[src/rtl/udc_pkg.sv]
// Shared definitions for the up/down modulo-N counter: direction encoding
// and the next-count rule used by the datapath.
package udc_pkg;

  localparam logic DIR_UP = 1'b0;
  localparam logic DIR_DN = 1'b1;

  // Next count for a counter ranging 0..modulus-1. Priority is load, then
  // step, then hold. Out-of-range load values clamp to the top count.
  // With sat set, the count holds at the terminal value instead of wrapping.
  function automatic int udc_next_count(input int   q,
                                        input logic m,
                                        input logic en,
                                        input logic ld,
                                        input int   d,
                                        input int   modulus,
                                        input logic sat);
    int r;
    r = q;
    if (ld) begin
      r = (d >= modulus) ? modulus - 1 : d;
    end else if (en) begin
      if (m == DIR_UP) begin
        if (q >= modulus - 1) r = sat ? modulus - 1 : 0;
        else                  r = q + 1;
      end else begin
        if (q == 0) r = sat ? 0 : modulus - 1;
        else        r = q - 1;
      end
    end
    return r;
  endfunction

endpackage

[src/rtl/udc_next.sv]
// Combinational next-count logic for sync_updown_modn_counter.
// Macro UDC_SATURATE_EN: when defined, the count holds at the terminal
// value (MODULUS-1 going up, 0 going down) instead of wrapping.
module udc_next
  import udc_pkg::*;
#(
  parameter int WIDTH   = 4,
  parameter int MODULUS = 10
) (
  input  logic [WIDTH-1:0] q,
  input  logic             m,
  input  logic             en,
  input  logic             ld,
  input  logic [WIDTH-1:0] d,
  output logic [WIDTH-1:0] nxt
);

`ifdef UDC_SATURATE_EN
  localparam logic SAT = 1'b1;
`else
  localparam logic SAT = 1'b0;
`endif

  // Next count from the shared rule, narrowed back to the register width
  always_comb begin
    nxt = WIDTH'(udc_next_count(int'(q), m, en, ld, int'(d), MODULUS, SAT));
  end

endmodule

[src/rtl/sync_updown_modn_counter.sv]
// Synchronous up/down modulo-MODULUS counter with parallel load, terminal
// count and cascade carry/borrow. clr is synchronous, active-high.
// Macro UDC_SATURATE_EN: when defined, the count saturates at its terminal
// value rather than wrapping (handled in udc_next).
module sync_updown_modn_counter
  import udc_pkg::*;
#(
  parameter int WIDTH   = 4,
  parameter int MODULUS = 10
) (
  input  logic             clk,
  input  logic             clr,
  input  logic             en,
  input  logic             m,
  input  logic             ld,
  input  logic [WIDTH-1:0] d,
  output logic [WIDTH-1:0] q,
  output logic [WIDTH-1:0] qb,
  output logic             tc,
  output logic             cout
);

  localparam logic [WIDTH-1:0] TOP = WIDTH'(MODULUS - 1);

  if (MODULUS < 2 || MODULUS > (2 ** WIDTH)) begin : g_bad_modulus
    $error("sync_updown_modn_counter: MODULUS must be in 2..2**WIDTH");
  end

  logic [WIDTH-1:0] nxt;

  udc_next #(
    .WIDTH  (WIDTH),
    .MODULUS(MODULUS)
  ) u_next (
    .q  (q),
    .m  (m),
    .en (en),
    .ld (ld),
    .d  (d),
    .nxt(nxt)
  );

  // Count register; clr wins over load and step
  always_ff @(posedge clk) begin
    if (clr) q <= '0;
    else     q <= nxt;
  end

  // Complement output and terminal/cascade flags, combinational from q, m, en
  always_comb begin
    qb   = ~q;
    tc   = (m == DIR_UP) ? (q == TOP) : (q == '0);
    cout = tc & en;
  end

endmodule

[config.mk]
export PLATFORM = sky130hd
export DESIGN_NAME = sync_updown_modn_counter
export DESIGN_NICKNAME = d
export VERILOG_FILES = /design/src/rtl/udc_pkg.sv /design/src/rtl/udc_next.sv /design/src/rtl/sync_updown_modn_counter.sv
export SDC_FILE = /design/constraint.sdc
export NUM_CORES = 1
export LEC_CHECK = 0
export ABC_CLOCK_PERIOD_IN_PS = 5000
export CORE_AREA = 4 4 41 43
export CTS_CLUSTER_SIZE = 14
export DETAILED_ROUTE_END_ITERATION = 10
export DIE_AREA = 0 0 45 47
export MAX_ROUTING_LAYER = met4
export PLACE_DENSITY = 0.65
export SYNTH_ARGS = -nofsm -noshare
export SYNTH_HDL_FRONTEND = slang
export SYNTH_SLANG_ARGS = --single-unit
[constraint.sdc]
create_clock -name clk -period 5 [get_ports clk]
set_input_delay 0.75 -clock clk [delete_from_list [all_inputs] [get_ports clk]]
set_output_delay 0.75 -clock clk [all_outputs]
set_load 0.005 [all_outputs]
==> summary.txt <==
Placement
  • Routability cong.: approximately 0.82
  • Placed cells: 90
  • Detailed Place HPWL: 986 microns
  • Place WS: 1.94 ns
  • IO buf count: 18

Cells and area
  • Share of layout cells above drive strength 1: 0.0769
  • Post-Route Utilization: 0.500
  • Max reg flops: 4
  • Reg with most FFs: q
  • Non-Filler Instances: 93
  • Biggest regs: q: 4 flops
  • Area grow syn2layout: 46.5%
  • # diodes: 0
  • Fillers: approximately 140
  • Final nets: 93

Timing
  • Hold Fails Final Rpt: 0
  • Unrepaired setup endpoints after global routing: no
  • Final Cycle Share: 0.613
  • Rel. slew slack: 0.731
  • Tmin final: ~3.1 ns
  • Final number of setup-violating endpoints: 0
  • Worst Clk Skew: 0.00450 ns
  • Max frequency: between 300 and 400 MHz
  • Worst slew pin tran: 0.400 ns
  • PnR worst setup slack: about 1.9 ns
  • Final Max Tran Viols: 0
  • Setup TNS: 0 ns

CTS
  • Number of hold buffers added after CTS: 0
  • H-tree lvl count: 1
  • CTS tree: built
  • Clock slew at reported path FFs: around 0.03 ns
  • Setup bufs post-CTS: 0
  • Clk Latency, worst-skew pair: between 0.2 and 0.25 ns
  • CTS sink cnt: 4
  • CTS resizes: 0
  • Clock tree buffer depth: 2
  • CTS buffer count: 3
  • Root Buffer: clkbuf_4

Hold path
  • Worst hold stages: 2
  • Worst hold start: q[0]
  • Tightest Hold Check Type: flop to flop
  • Worst Hold End: q[0]

Detailed routing
  • Routed WL per cell: around 13 microns
  • First-pass DRT Iterations: 4
  • DR vias: around 520
  • Drc violations: 0
  • Vias per inst: 5.61
  • DR iter-0 viols: 24
  • Final wirelength: 1.25 mm
  • Final ANT Viol Nets: 0

Worst setup path
  • R2R cell count: 6
  • Reg2reg start: q[1]
  • Critical path capture point type: output port
  • R2r setup slk: 3.07 ns
  • Worst Path Max Fanout: 6
  • Critical path launch point type: input port
  • Crit path arrival time: 2.32 ns
  • Critical path class: input port to output port
  • R2R Path End: q[2]
  • Required @ worst endpoint: roughly 4.3 ns

Die
  • Die X: 45 microns
  • Num ports: 19
  • Die area: 2120 sq um
  • Die Ht: 47 microns
  • CORE AREA: 1300 sq um
  • # rows: 13
  • Initial Util: 0.341

Synth
  • Synth unique cells: 29
  • Syn Area/Cell: 7.53 sq um
  • Main flop type after synthesis: dfxtp_1
  • Synth Register Bits: 4
  • Post-synthesis sequential area ratio: 0.180
  • Post-synthesis cell area: 444 sq um
  • Yosys Warn Count: 0
  • FFs w/ async S/R, synth: 0
  • Synth Instances: 59
  • Number of flops mapped to enable cells by yosys: 0
  • Mapped Nets: 72

Job
  • MaxCap Viol Count: 0

Global route
  • GR Util All Layers: 0.135
  • Vias in the first global route: 470
  • Gr ovfl total: 0
  • First-pass GRT wire length: roughly 2.0 mm
  • Largest net degree at the start of global routing: 13
  • Initial antenna violation count: 0

Power
  • Worst vdd ir: 126 uV
  • Pwr/cell area: 210 nW/um^2
  • Total power: around 0.14 mW
  • Leakage: between 0.2 and 0.3 nW

Run status
  • Status: complete, no violations
## layer usage
layer | global-route usage | up-vias | part of all wire
met5 | - | - | 0
li1 | - | 258 | -
met3 | 0.0345 | 0 | 0.11
met1 | 0.166 | 235 | 0.41
met4 | 0.0175 | 0 | 0
met2 | 0.226 | 29 | 0.48
## through the flow
| step | area, sq um | hold WS (ns) |
|---|---|---|
| 5_1_grt | 651 | 0.761 |
| 3_5_place_dp | 628 | 0.695 |
| 4_1_cts | 651 | 0.709 |
| 2_1_floorplan | 444 | 0.631 |
| 6_report | 651 | 0.703 |
| 3_3_place_gp | 628 | 0.719 |
## worst max path at each step
stage | depth (start not counted) | from | to | slack [ns]
2_1_floorplan | 6 | q[0] | cout | 2.90
3_3_place_gp | 6 | m | cout | 1.96
3_5_place_dp | 6 | m | cout | 1.94
4_1_cts | 6 | m | cout | 1.93
5_1_grt | 6 | m | cout | 1.84
6_report | 6 | m | cout | 1.93
## kinds of logic after synthesis
logic type / after synthesis / share of synthesized area
buffers and inverters: 9 / 0.0930
adder cells (fa/ha/maj): 4 / 0.113
AO/OA/AOI/OAI: 23 / 0.375
XOR/XNOR: 2 / 0.0394
AND/OR/NAND/NOR: 17 / 0.200
flip-flops: 4 / 0.180
## cells in the mapped netlist, types with 2 or more instances
master / count / area share
dfxtp_1: 4 / 0.18
xnor2_1: 2 / 0.039
a21oi_1: 7 / 0.079
inv_1: 7 / 0.059
nor2_1: 7 / 0.059
nor3_1: 2 / 0.023
a211oi_1: 2 / 0.034
nand2_1: 2 / 0.017
ha_1: 4 / 0.11
a31oi_1: 3 / 0.042
## worst max-delay path: stages
cell and delay, ns:
clkdlybuf4s50_1 0.56, and3b_1 0.18, a31oi_1 0.04, nor2_1 0.15, and2_1 0.14, clkdlybuf4s50_1 0.49
## final cells by class
| type | instances | area (sq um) | area share |
|---|---|---|---|
| Tap cell | 15 | 18.8 | 0.0288 |
| Multi-Input combinational cell | 46 | 323 | 0.496 |
| Timing Repair Buffer | 18 | 180 | 0.277 |
| Clock buffer | 3 | 22.5 | 0.0346 |
| Sequential cell | 4 | 80.1 | 0.123 |
| Inverter | 7 | 26.3 | 0.0404 |
## layout by cell type (no fill, tap or decap), types with 3 or more instances in the layout
cell type / n
clkdlybuf4s50_1: 18
dfxtp_1: 4
a21oi_1: 7
ha_1: 4
clkbuf_4: 3
a31oi_1: 3
nor2_1: 7
inv_1: 7
## where the power goes
part           switching, mW  internal (mW)  leakage (nW)
Sequential           0.00639         0.0347        0.0331
Clock                 0.0124         0.0268        0.0138
Combinational         0.0246         0.0319         0.204
Power figures use the tool's default switching activity.
